<file path="src/rtl/mcu51_timing_pkg.sv">
// Shared encodings for the MCU51-style machine-cycle timing core, plus the
// opcode-to-cycle-count helper used by the upstream decoder.
package mcu51_timing_pkg;

  typedef enum logic [2:0] {
    S1 = 3'd1,
    S2 = 3'd2,
    S3 = 3'd3,
    S4 = 3'd4,
    S5 = 3'd5,
    S6 = 3'd6
  } s_state_e;

  localparam logic P1 = 1'b0;
  localparam logic P2 = 1'b1;

  // Extra machine cycles beyond the first; the decoder resizes this to CYC_W.
  function automatic logic [1:0] extra_cycles(input logic [7:0] opcode);
    logic [1:0] n;
    n = 2'd0;
    casez (opcode)
      8'h84, 8'hA4:                               n = 2'd3;
      8'b????_0001,
      8'h02, 8'h12, 8'h22, 8'h32,
      8'h10, 8'h20, 8'h30, 8'h40, 8'h50,
      8'h60, 8'h70, 8'h73, 8'h80,
      8'h83, 8'h93, 8'h90, 8'hA3,
      8'hC0, 8'hD0, 8'hD5,
      8'hE0, 8'hE2, 8'hE3, 8'hF0, 8'hF2, 8'hF3,
      8'h43, 8'h53, 8'h63, 8'h72, 8'h82,
      8'h75, 8'h85, 8'h86, 8'h87, 8'h92,
      8'hA0, 8'hA6, 8'hA7, 8'hB0,
      8'b1000_1???, 8'b1010_1???,
      8'b1011_01??, 8'b1011_1???, 8'b1101_1???:  n = 2'd1;
      default:                                    n = 2'd0;
    endcase
    return n;
  endfunction

endpackage

</file>
<file path="src/rtl/bus_wait_ctrl.sv">
// Bus-window stretcher: programmable wait states followed, on MOVX data
// windows, by an xmem_ready hold bounded by a timeout.
module bus_wait_ctrl #(
  parameter int WAIT_W = 2,
  parameter int RDY_TO = 15
) (
  input  logic              clk,
  input  logic              reset,
  input  logic              stall_req,
  input  logic              enter_win,
  input  logic              enter_rdy,
  input  logic [WAIT_W-1:0] wait_cfg,
  input  logic              xmem_ready,
  output logic              hold,
  output logic              waiting,
  output logic              bus_err
);

  localparam int TO_W = $clog2(RDY_TO + 1);

  logic [WAIT_W-1:0] wait_cnt;
  logic [TO_W-1:0]   to_cnt;
  logic              rdy_en;
  logic              hold_q;

  // hold_q is the decision for the coming clock, so xmem_ready is sampled
  // on the edge where the wait count runs out (or the window is entered).
  always_ff @(posedge clk) begin
    if (reset) begin
      wait_cnt <= '0;
      to_cnt   <= '0;
      rdy_en   <= 1'b0;
      hold_q   <= 1'b0;
      bus_err  <= 1'b0;
    end else if (stall_req) begin
      bus_err <= 1'b0;
    end else begin
      bus_err <= 1'b0;
      if (!hold_q) begin
        if (enter_win) begin
          wait_cnt <= wait_cfg;
          rdy_en   <= enter_rdy;
          to_cnt   <= '0;
          if (wait_cfg != '0) begin
            hold_q <= 1'b1;
          end else if (enter_rdy && !xmem_ready) begin
            hold_q <= 1'b1;
            to_cnt <= TO_W'(1);
          end
        end
      end else if (wait_cnt > WAIT_W'(1)) begin
        wait_cnt <= wait_cnt - 1'b1;
      end else if (wait_cnt == WAIT_W'(1)) begin
        wait_cnt <= '0;
        if (rdy_en && !xmem_ready) begin
          to_cnt <= TO_W'(1);
        end else begin
          hold_q <= 1'b0;
        end
      end else if (xmem_ready) begin
        hold_q <= 1'b0;
      end else if (to_cnt == TO_W'(RDY_TO)) begin
        hold_q  <= 1'b0;
        bus_err <= 1'b1;
      end else begin
        to_cnt <= to_cnt + 1'b1;
      end
    end
  end

  assign hold    = hold_q;
  assign waiting = hold_q;

endmodule

</file>
<file path="src/rtl/mcycle_timing_gen.sv">
// Machine-cycle timing generator: P1/P2 and S1..S6 sequencing, multi-cycle
// instruction counting and registered external-bus strobes.
module mcycle_timing_gen
  import mcu51_timing_pkg::*;
#(
  parameter int CYC_W  = 2,
  parameter int WAIT_W = 2,
  parameter int RDY_TO = 15
) (
  input  logic              clk,
  input  logic              reset,
  input  logic              stall_req,
  input  logic [CYC_W-1:0]  cyc_load_val,
  input  logic              movx_rd,
  input  logic              movx_wr,
  input  logic [WAIT_W-1:0] wait_cfg,
  input  logic              xmem_ready,
  output logic              phase,
  output logic [2:0]        s_state,
  output logic [CYC_W-1:0]  cycles_rem,
  output logic              ale,
  output logic              psen_n,
  output logic              rd_n,
  output logic              wr_n,
  output logic              ir_en,
  output logic              dec_ld,
  output logic              waiting,
  output logic              bus_err
);

  s_state_e         s_q, s_nxt;
  logic             phase_q, phase_nxt;
  logic [CYC_W-1:0] rem_q, rem_nxt;
  logic             mv_rd_q, mv_rd_nxt;
  logic             mv_wr_q, mv_wr_nxt;
  logic             need_ld_q, need_ld_nxt;
  logic             hold, adv, end_instr, do_load;
  logic             data_nxt, pre_nxt, enter_win, enter_rdy;

  function automatic logic ale_on(input logic ph, input s_state_e s, input logic data);
    return ((((s == S1) && (ph == P2)) || ((s == S2) && (ph == P1))) && !data) ||
           ((s == S4) && (ph == P2)) || ((s == S5) && (ph == P1));
  endfunction

  function automatic logic psen_on(input logic ph, input s_state_e s, input logic data,
                                   input logic pre);
    return ((((s == S2) && (ph == P2)) || (s == S3)) && !data) ||
           ((((s == S5) && (ph == P2)) || (s == S6)) && !pre);
  endfunction

  function automatic logic xstrobe_on(input logic ph, input s_state_e s, input logic data);
    return data && (((s == S1) && (ph == P2)) || (s == S2) || (s == S3));
  endfunction

  bus_wait_ctrl #(
    .WAIT_W (WAIT_W),
    .RDY_TO (RDY_TO)
  ) u_wait (
    .clk        (clk),
    .reset      (reset),
    .stall_req  (stall_req),
    .enter_win  (enter_win),
    .enter_rdy  (enter_rdy),
    .wait_cfg   (wait_cfg),
    .xmem_ready (xmem_ready),
    .hold       (hold),
    .waiting    (waiting),
    .bus_err    (bus_err)
  );

  always_comb begin
    adv         = !stall_req && !hold;
    phase_nxt   = phase_q;
    s_nxt       = s_q;
    rem_nxt     = rem_q;
    mv_rd_nxt   = mv_rd_q;
    mv_wr_nxt   = mv_wr_q;
    need_ld_nxt = need_ld_q;
    end_instr   = adv && (phase_q == P2) && (s_q == S6) && (rem_q == '0);
    do_load     = adv && (phase_q == P2) && (s_q == S1) && need_ld_q;
    if (adv) begin
      phase_nxt = ~phase_q;
      if (phase_q == P2) begin
        s_nxt = (s_q == S6) ? S1 : s_state_e'(s_q + 3'd1);
        if ((s_q == S6) && (rem_q != '0)) rem_nxt = rem_q - 1'b1;
      end
    end
    // MOVX flags only mean something once the count says a data cycle exists
    if (end_instr) begin
      mv_rd_nxt   = 1'b0;
      mv_wr_nxt   = 1'b0;
      need_ld_nxt = 1'b1;
    end
    if (do_load) begin
      rem_nxt     = cyc_load_val;
      mv_rd_nxt   = movx_rd && (cyc_load_val != '0);
      mv_wr_nxt   = movx_wr && !movx_rd && (cyc_load_val != '0);
      need_ld_nxt = 1'b0;
    end
    data_nxt  = (rem_nxt == '0) && (mv_rd_nxt || mv_wr_nxt);
    pre_nxt   = (rem_nxt == CYC_W'(1)) && (mv_rd_nxt || mv_wr_nxt);
    enter_win = adv && (phase_nxt == P2) && ((s_nxt == S3) || (s_nxt == S6));
    enter_rdy = enter_win && (s_nxt == S3) && data_nxt;
  end

  // Strobes are computed from the state being entered so they change on the edge.
  always_ff @(posedge clk) begin
    if (reset) begin
      phase_q   <= P1;
      s_q       <= S6;
      rem_q     <= '0;
      mv_rd_q   <= 1'b0;
      mv_wr_q   <= 1'b0;
      need_ld_q <= 1'b0;
      ale       <= 1'b0;
      psen_n    <= 1'b1;
      rd_n      <= 1'b1;
      wr_n      <= 1'b1;
      ir_en     <= 1'b0;
      dec_ld    <= 1'b0;
    end else if (stall_req) begin
      ir_en  <= 1'b0;
      dec_ld <= 1'b0;
    end else begin
      phase_q   <= phase_nxt;
      s_q       <= s_nxt;
      rem_q     <= rem_nxt;
      mv_rd_q   <= mv_rd_nxt;
      mv_wr_q   <= mv_wr_nxt;
      need_ld_q <= need_ld_nxt;
      ale       <= ale_on(phase_nxt, s_nxt, data_nxt);
      psen_n    <= !psen_on(phase_nxt, s_nxt, data_nxt, pre_nxt);
      rd_n      <= !(xstrobe_on(phase_nxt, s_nxt, data_nxt) && mv_rd_nxt);
      wr_n      <= !(xstrobe_on(phase_nxt, s_nxt, data_nxt) && mv_wr_nxt);
      ir_en     <= end_instr;
      dec_ld    <= do_load;
    end
  end

  assign phase      = phase_q;
  assign s_state    = s_q;
  assign cycles_rem = rem_q;

endmodule

</file>
<file path="config.mk">
export PLATFORM = sky130hd
export DESIGN_NAME = mcycle_timing_gen
export DESIGN_NICKNAME = d
export VERILOG_FILES = /design/src/rtl/mcu51_timing_pkg.sv /design/src/rtl/bus_wait_ctrl.sv /design/src/rtl/mcycle_timing_gen.sv
export SDC_FILE = /design/constraint.sdc
export NUM_CORES = 1
export LEC_CHECK = 0
export ABC_AREA = 0
export ABC_CLOCK_PERIOD_IN_PS = 5200
export CAP_MARGIN = 20
export CORE_MARGIN = 2
export CORE_UTILIZATION = 49
export CTS_CLUSTER_DIAMETER = 40
export DETAILED_ROUTE_END_ITERATION = 10
export PLACE_DENSITY_LB_ADDON = 0.15
export SLEW_MARGIN = 10
export SYNTH_ARGS = -nofsm -noshare
export SYNTH_HDL_FRONTEND = slang
export SYNTH_SLANG_ARGS = --single-unit
</file>
<file path="constraint.sdc">
create_clock -name clk -period 5.2 [get_ports clk]
set_input_delay 1.56 -clock clk [delete_from_list [all_inputs] [get_ports clk]]
set_output_delay 1.56 -clock clk [all_outputs]
set_load 0.005 [all_outputs]
</file>
## Yosys cells after proc, flatten, opt, wreduce, memory -nomap -nowiden

Index checks and enable logic that the tools add are counted.

| word-level totals | value |
|---|---|
| ROM bits | 0 |
| bits in latches | 0 |
| bits in writable memories | 0 |
| input bits | 10 |
| memories kept | 0 |
| register bits | 24 |

| operators by class | value |
|---|---|
| $mul | 0 |
| order comparisons | 1 |
| bitwise gates (word level) | 4 |
| reductions and logical operators | 62 |
| shifts and indexed selects | 0 |
| div/mod/pow operators | 0 |
| muxes and demuxes | 37 |
| add/sub/neg operators | 4 |
| equality and inequality tests | 16 |

Operators by type and width:

| kind | number |
|---|---|
| $mux W4 | 8 |
| $logic_and A1 B1 Y1 | 30 |
| $mux W1 | 18 |
| $mux W2 | 8 |
| $eq A3 B3 Y1 const B | 4 |
| $ne A3 B3 Y1 const B | 4 |
| $logic_or A1 B1 Y1 | 10 |
| $reduce_bool A2 Y1 | 5 |
| $logic_not A1 Y1 | 9 |
| $mux W3 | 3 |
| $eq A3 B1 Y1 const B | 2 |
| $eq A3 B2 Y1 const B | 2 |
| $reduce_and A3 Y1 | 2 |
| $reduce_and A6 Y1 | 1 |
| $reduce_or A6 Y1 | 1 |
| $add A4 B1 Y4 const B | 1 |
| $eq A2 B1 Y1 const B | 2 |
| $eq A4 B4 Y1 const B | 1 |
| $logic_not A2 Y1 | 2 |
| $not A1 Y1 | 4 |
| $sub A2 B1 Y2 const B | 2 |
| $add A3 B1 Y3 const B | 1 |
| $gt A2 B1 Y1 const B | 1 |
| $ne A2 B2 Y1 const B | 1 |
| other kinds (2) | 2 |

## Longest topological paths before layout

Gate-level depths: netlist (run 1).

| logic depth | value |
|---|---|
| depth after elaboration | 15 |
| mapped depth | 8 |

## By module

A second synthesis (run 1) with hierarchy kept.

| second synthesis, totals | value |
|---|---|
| cells, all modules | 216 |
| area total of the unflattened synthesis | 1715.4 um^2 |

By module, submodules not included:

| module | area each (um^2) | seq. area each (um^2) | times used | cells each |
|---|---|---|---|---|
| mcycle_timing_gen | 1126.1 | 300.3 | 1 | 148 |
| bus_wait_ctrl | 589.3 | 180.2 | 1 | 68 |

## Worst setup path before layout (run 1)

No wires, ideal clock.

| timing path | value |
|---|---|
| path kind | input port to flip-flop |
| from | input stall_req |
| to | register ale |
| path buffers | 1 |
| slack | 1.581 ns |
| arrival time | 3.526 ns |
| setup time | 0.092 ns |
| cell stages on the path | 8 |
| path through | buf_6 > nor2_1 > ha_1 > or4b_2 > a21oi_1 > a31oi_1 > a22o_1 > o32ai_1 |

| between the ends | value |
|---|---|
| longest elaborated chain between the ends | 13 |
| elaborated cells between the ends (all ways) | 32 |
| those cells by class | 4 x eq/ne; 8 x mux; 1 x bitwise; 19 x reduce/logical |

RTL lines:

| item | line | RTL |
|---|---|---|
| start, declared | mcycle_timing_gen.sv:12 | `input logic stall_req,` |
| $logic_not A1 Y1 | mcycle_timing_gen.sv:72 | `adv = !stall_req && !hold;` |
| $logic_and A1 B1 Y1 | mcycle_timing_gen.sv:72 |  |
| $logic_and A1 B1 Y1 | mcycle_timing_gen.sv:79, mcycle_timing_gen.sv:80 |  |
| $logic_and A1 B1 Y1 (2 in a row) | mcycle_timing_gen.sv:79 | `end_instr = adv && (phase_q == P2) && (s_q == S6) && (rem_q == '0);` |
| $mux W1 | mcycle_timing_gen.sv:89 | `if (end_instr) begin` |
| $mux W1 | mcycle_timing_gen.sv:94 | `if (do_load) begin` |
| $logic_or A1 B1 Y1 | mcycle_timing_gen.sv:100 | `data_nxt = (rem_nxt == '0) && (mv_rd_nxt \|\| mv_wr_nxt);` |
| $logic_and A1 B1 Y1 | mcycle_timing_gen.sv:100 |  |
| $logic_not A1 Y1 | mcycle_timing_gen.sv:41 | `return ((((s == S1) && (ph == P2)) \|\| ((s == S2) && (ph == P1))) && !data) \|\|` |
| $logic_and A1 B1 Y1 | mcycle_timing_gen.sv:41 |  |
| $logic_or A1 B1 Y1 | mcycle_timing_gen.sv:41 |  |
| $logic_or A1 B1 Y1 | mcycle_timing_gen.sv:42 | `((s == S4) && (ph == P2)) \|\| ((s == S5) && (ph == P1));` |
| end signal, assigned | mcycle_timing_gen.sv:131 | `ale <= ale_on(phase_nxt, s_nxt, data_nxt);` |
| end, declared | mcycle_timing_gen.sv:21 | `output logic ale,` |

Parallel ways exist; a longest one is shown, timed or not.
A chain may end at the register's enable or synchronous reset.

## Worst setup path after layout (run 1)

Ends and elaborated chain as after synthesis.

==> results.md, run 1 <==
- Hold path start: u_wait.rdy_en$_SDFFE_PP0P_
- Final wirelength: about 4500 microns
- Max-cap violations: 0
- Site Rows: 21
- Multiplexer share of the synthesized area: 1.80%
- DR vias/cell: between 6 and 7
- Clk_lat worst skew: 330 ps
- Post-DP HPWL: 3210 microns
- Core ar.: around 3300 sq um
- Final period utilization: 80.5%
- Post-DRT Antenna Nets: 0
- CTS tree: yes
- 1st-pass router iterations: 4
- Resize count post-CTS: 0
- NetSw: 138 uW
- GR Overflow Total: 0
- Worst min-delay path endpoint: u_wait.rdy_en$_SDFFE_PP0P_
- Comb power frac: 23.7%
- Synth Area in XOR/XNOR: 1.05%
- Inserted Diodes: 0
- Finished Cell Area: 1960 sq um
- Synth Register Bits: 24
- Residual DRC count: 0
- CTS root buffer: clkbuf_4
- Initial core utilization: approximately 50%
- CTS clk-pin slew, worst paths: 150 ps
- TritonCTS Buffers: 3
- P_leak: between 0.0007 and 0.0008 uW
- Post-Route Setup TNS: 0 ps
- RR Startpoint: u_wait.hold$_SDFFE_PP0N_
- Pwr Density: 235 nW/um^2
- Ratio of cells with drive above 1 in the final layout: under 10%
- Largest net degree at the start of global routing: 22
- Startpoint types: input pin
- P&R area growth vs syn: 17.5%
- Post-DP Area: 1900 sq um
- Final Wtd Congestion: 1.04
- Asr flop ratio synth: 0%
- Post-synth EDFFs: 0
- First-pass GRT wire length: 7430 microns
- R2R cell count: 7
- Worst R2R Setup Slack: 2230 ps
- Synth cell types: 60
- Status: finished clean
- H-tree depth: 1
- Die Wd: 62.3 microns
- Mapped Cells: 208
- Slowest stage delay, CP: between 600 and 700 ps
- Vias in the first global route: 1614
- Setup repair after global routing missed its margin: no
- Post-Synth Simple-Gate Area: 29.6%
- Drt wl/cell: 16.5 microns
- Initial antenna violation count: 0
- Clk pwr share: between 30% and 40%
- Reg-to-Reg End: ale$_SDFFE_PP0N_
- Synthesis Warnings: 0
- Crit path DAT: 4430 ps
- Post-Syn Nets: 222
- Maximum vdd drop: 0.124 mV
- Min cycle time layout: 4190 ps
- Overall routing resource usage: 23.3%
- Port bufs: 23
- Layout Nets: 239
- Compound-gate portion of the synthesized area: 28.6%
- DRT iter0 DRCs: 142
- Worst Setup End Kind: register
- Post-synth top flop: dfxtp_1
- Fin Clk Skew: 6.03 ps
- Hold buffers post-CTS: 0
- Post-Syn Area per Cell: between 8 and 9 sq um
- Critical path class: in2reg
- Internal: 321 uW
- CP Cell Sequence: clkdlybuf4s50_1 -> nor2_1 -> ha_1 -> nor4b_1 -> nand2_1 -> and3_1 -> o211a_1 -> o32ai_1
- Critical Path RT: around 5400 ps
- I/O pin count: 24
- Total die area: 3880 sq um
- Largest family of logic cells by synthesized area: simple AND/OR/NAND/NOR gates
- Worst hold path type: reg2reg
- Die height: between 60 and 70 microns
- Pins Over Slew Limit: 0
- Critical-path maximum fanout: 7
- Worst slew pin tran: approximately 820 ps
- Slew HR: 44.6%
- Final Hold Vio Count: 0
- Post-synthesis adder-cell area fraction: 3.01%
- Hold depth: 2
- CP max-delay cell: nor4b_1
- Fmax: 239 MHz
- Vias after detailed routing: 1668
- Sw Ratio: 30.1%
- Synth Cell Area: 1660 sq um
- Clock tree buffer depth: 2
- Postcts setup bufs: 0
- Register area share after synthesis: slightly below 30%
- CTS Sinks: 24
- Seq pwr share: 45.5%
- Final Setup Violations: 0
-- worst max path at each step --
stage | start | end | slack (ps) | cells past startpoint
after global placement | stall_req | wr_n$_SDFFE_PP1N_ | 880 | 8
after CTS | stall_req | ale$_SDFFE_PP0N_ | 1050 | 8
after floorplan | stall_req | ale$_SDFFE_PP0N_ | 1580 | 8
final | stall_req | ale$_SDFFE_PP0N_ | 1010 | 8
after global routing | stall_req | wr_n$_SDFFE_PP1N_ | 880 | 8
after detailed placement | stall_req | wr_n$_SDFFE_PP1N_ | 730 | 8
-- layer usage --
layer / vias up / GRT usage [%] / share of wire, %
met5: - / 0 / 0
met1: 806 / 28.5 / 43
met3: 8 / 3.26 / 4.0
met2: 42 / 42.5 / 51
met4: 0 / 6.94 / 1.6
li1: 812 / - / -
-- kinds of logic (layout without fill, tap and decap cells) --
kind of cell,after synthesis,count (layout)
compound gates,61,61
xor+xnor,2,2
fa+ha+maj,4,4
buf+inv,26,42
flops,24,24
mux,3,3
simple gates,88,88
-- sequential cells by signal, summed over array words and instances (netlist names) --
name,count
ale,1
cycles_rem,2
dec_ld,1
ir_en,1
mv_rd_q,1
mv_wr_q,1
need_ld_q,1
phase,1
psen_n,1
rd_n,1
s_state,3
u_wait.bus_err,1
u_wait.hold,1
u_wait.rdy_en,1
u_wait.to_cnt,4
u_wait.wait_cnt,2
wr_n,1
-- cells in the mapped netlist, types with 3 or more instances --
cell	instances	area (sq um)
nand2_1	17	63.8
a21oi_1	10	50.1
nand3_1	7	35.0
nor2_1	22	82.6
ha_1	4	50.1
o211ai_1	3	22.5
nor2b_1	6	37.5
o32ai_1	4	35.0
dfxtp_1	24	480
a31oi_1	5	31.3
a211oi_1	3	22.5
and3_1	4	25.0
o21ai_0	5	25.0
nand4b_1	3	26.3
mux2i_1	3	30.0
nor4_1	3	18.8
nand3b_1	3	22.5
clkbuf_1	10	37.5
nand2b_1	3	18.8
inv_1	12	45.0
and4b_1	3	30.0
-- layout make-up --
class / count / area (sq um)
Multi-Input combinational cell: 158 / 1070
Timing Repair Buffer: 26 / 253
Tap cell: 46 / 57.6
Inverter: 12 / 45.0
Sequential cell: 24 / 480
Clock inverter: 1 / 30.0
Clock buffer: 3 / 22.5
Fill cell: 315 / 1360
-- worst max-delay path, delay by kind of cell --
kind	cells	cell delay [ps]
simple gates	4	1480
buf+inv	1	500
compound gates	2	480
fa+ha+maj	1	400
-- stage by stage --
step                instances  setup WS, ps  util (%)  hold slack [ps]  total power, uW
CTS                       270          1050      59.1              509              460
global route              270           884      59.1              526              479
floorplan                 208          1580         -              452              283
detailed placement        266           726      57.5              492              319
finish                    270          1010      59.1              504              459
global placement          266           877      57.5              476              315
-- placed cells by master (no fill, tap or decap), types with 3 or more instances in the layout --
| master | netlist | routed |
|---|---|---|
| nand2_1 | 17 | 17 |
| and4b_1 | 3 | 3 |
| clkdlybuf4s50_1 | 0 | 23 |
| nand3b_1 | 3 | 3 |
| inv_1 | 12 | 12 |
| nand3_1 | 7 | 7 |
| o211ai_1 | 3 | 3 |
| o21ai_0 | 5 | 5 |
| a211oi_1 | 3 | 3 |
| nor2_1 | 22 | 22 |
| nor4_1 | 3 | 3 |
| ha_1 | 4 | 4 |
| mux2i_1 | 3 | 3 |
| dfxtp_1 | 24 | 24 |
| and3_1 | 4 | 4 |
| a31oi_1 | 5 | 5 |
| nand2b_1 | 3 | 3 |
| a21oi_1 | 10 | 10 |
| o32ai_1 | 4 | 4 |
| buf_4 | 1 | 3 |
| clkbuf_4 | 0 | 3 |
| nor2b_1 | 6 | 6 |
| nand4b_1 | 3 | 3 |
-- power by group through the flow --
stage	logic [uW]	registers, uW	clock network (uW)
after floorplan	80.3	203	0
after global placement	103	212	0
after detailed placement	106	213	0
after CTS	108	209	144
after global routing	119	211	150
final	109	209	141
Note: power is estimated with default switching activity, not from simulation.
==> run 2: changes to the inputs <==
--- a/config.mk
+++ b/config.mk
@@ -6,7 +6,7 @@
 export NUM_CORES = 1
 export LEC_CHECK = 0
 export ABC_AREA = 0
-export ABC_CLOCK_PERIOD_IN_PS = 5200
+export ABC_CLOCK_PERIOD_IN_PS = 3910
 export CAP_MARGIN = 20
 export CORE_MARGIN = 2
 export CORE_UTILIZATION = 49
==> constraint.sdc (replaced) <==
create_clock -name clk -period 3.91 [get_ports clk]
set_input_delay 1.173 -clock clk [delete_from_list [all_inputs] [get_ports clk]]
set_output_delay 1.173 -clock clk [all_outputs]
set_load 0.005 [all_outputs]
==> run 2 against run 1 <==
  * Via count up 2.7%
  * Critical path depth down 1
  * Sequential cell count unchanged
  * Sequential share of layout area down 0.46 points
  * Critical path type unchanged
  * Non-clock buffer count up 5
  * Global-route usage down 0.37 points
  * First-iteration DRC count up 17%
==> results.md, run 2 (synthesis gave the netlist of run 1 again) <==
- Residual DRC count: 0
- Clk_lat worst skew: between 300 and 400 ps
- Slowest stage delay, CP: roughly 600 ps
- Site Rows: 21
- Inserted Diodes: 0
- Total die area: 3880 sq um
- P_leak: 0.000753 uW
- Post-Place Cells: 271
- Die height: 62.3 microns
- CTS clk-pin slew, worst paths: approximately 150 ps
- Maximum vdd drop: approximately 0.17 mV
- Die Wd: 62.3 microns
- Slew HR: between 40% and 50%
- CTS Sinks: 24
- Drt wl/cell: 15.4 microns
- Register area: slightly below 500 sq um
- Worst hold slack: 504 ps
- Crit path DAT: around 3500 ps
- Worst Setup End Kind: register
- Register bank with the most flops: u_wait.to_cnt
- Layout Nets: 244
- Max-cap violations: 0
- Most frequent cells in the layout: dfxtp_1 (24), clkdlybuf4s50_1 (23), nor2_1 (22)
- Post-Route Setup TNS: 0 ps
- Final period utilization: 83.9%
- Combined area of the multi-input logic cells: approximately 1100 sq um
- Critical Path RT: 4150 ps
- Max FFs per register: 4
- Fin Clk Skew: 3.48 ps
- Final Hold Vio Count: 0
- I/O pin count: 24
- Vias after detailed routing: 1713
- Hold buffers post-CTS: 0
- RR Startpoint: s_state[0]$_SDFFE_PP0N_
- CTS root buffer: clkbuf_4
- Post-DRT Antenna Nets: 0
- Startpoint types: input pin
- Worst min-delay path endpoint: u_wait.rdy_en$_SDFFE_PP0P_
- Most common cell after layout, fill and taps aside: dfxtp_1
- Critical-path maximum fanout: 9
- Initial core utilization: 50.3%
- Postcts setup bufs: 0
- Worst hold path type: reg2reg
- Min cycle time layout: about 3300 ps
- Clock tree buffer depth: 2
- Largest net degree at the start of global routing: 22
- Initial antenna violation count: 0
- Port bufs: 23
- Post-DP HPWL: just over 3000 microns
- TritonCTS Buffers: 3
- Pwr Density: 307 nW/um^2
- Resize count post-CTS: 0
- Fmax: slightly above 300 MHz
- Worst R2R Setup Slack: 1310 ps
- Pins Over Slew Limit: 0
- Core ar.: between 3000 and 4000 sq um
- H-tree depth: 1
- Final wirelength: 4240 microns
- CTS tree: yes
- Final Wtd Congestion: 0.861
- R2R cell count: 5
- Critical path class: in2reg
- Hold path start: u_wait.rdy_en$_SDFFE_PP0P_
- CP Cell Sequence: clkdlybuf4s50_1 -> or3b_1 -> nor4_1 -> o41ai_4 -> buf_4 -> o211a_1 -> o32ai_1
- Hold depth: 2
- Setup repair after global routing missed its margin: no
- Status: finished clean
- 1st-pass router iterations: 4
- First-pass GRT wire length: 7400 microns
- DRT iter0 DRCs: ~170
- Reg-to-Reg End: u_wait.hold$_SDFFE_PP0N_
- Vias in the first global route: ~1600
- Worst slew pin tran: 779 ps
- DR vias/cell: roughly 6.2
- CP max-delay cell: nor4_1
- Ratio of cells with drive above 1 in the final layout: 9.17%
- GR Overflow Total: 0
- Overall routing resource usage: 23.0%
- Final Setup Violations: 0
- Layout fillers: 290
- Non-filler cells, final: 275
- P&R area growth vs syn: 19.8%
-- run 2: final cells by class --
type,count,area share (%)
multi-input cells,158,53.5
inverters,12,2.26
clock buffers,3,1.13
well taps,46,2.89
repair buffers,31,14.6
clock inverters,1,1.51
flip-flops and latches,24,24.1
-- run 2: worst max path at each step --
stage	from	endpoint	slack, ps	cells after the start
floorplan	stall_req	ale$_SDFFE_PP0N_	680	8
global placement	stall_req	u_wait.to_cnt[0]$_SDFFE_PP0P_	370	7
detailed placement	stall_req	u_wait.to_cnt[0]$_SDFFE_PP0P_	280	7
CTS	stall_req	u_wait.to_cnt[0]$_SDFFE_PP0P_	640	7
global route	stall_req	ale$_SDFFE_PP0N_	460	7
finish	stall_req	ale$_SDFFE_PP0N_	630	7
-- run 2: per-stage QoR --
stage / instance area [sq um] / utilization (%) / power [uW] / worst slack [ps]
after floorplan: 1660 / - / 376 / 678
after CTS: 1990 / 60.2 / 612 / 636
after global routing: 1990 / 60.2 / 644 / 460
after detailed placement: 1940 / 58.6 / 429 / 280
after global placement: 1940 / 58.6 / 426 / 374
final: 1990 / 60.2 / 612 / 631
-- run 2: per-layer routing --
layer | vias up | wire (microns) | global-route usage, %
met3 | 2 | 212 | 2.36
met1 | 827 | 1830 | 28.8
met5 | - | 0 | 0
met4 | 0 | 20 | 6.94
met2 | 54 | 2180 | 41.4
li1 | 830 | - | -
-- run 2: where the power goes --
part	switching (uW)	internal (uW)	total, uW
Clock	82.4	104	186
Sequential	22.1	256	278
Combinational	76.2	72.0	148
Total	181	432	612
-- run 2: worst max-delay path, delay by kind of cell --
family                 cells  cell delay, ps
AND/OR/NAND/NOR            2            1150
buffers and inverters      2             640
AO/OA/AOI/OAI              3             550
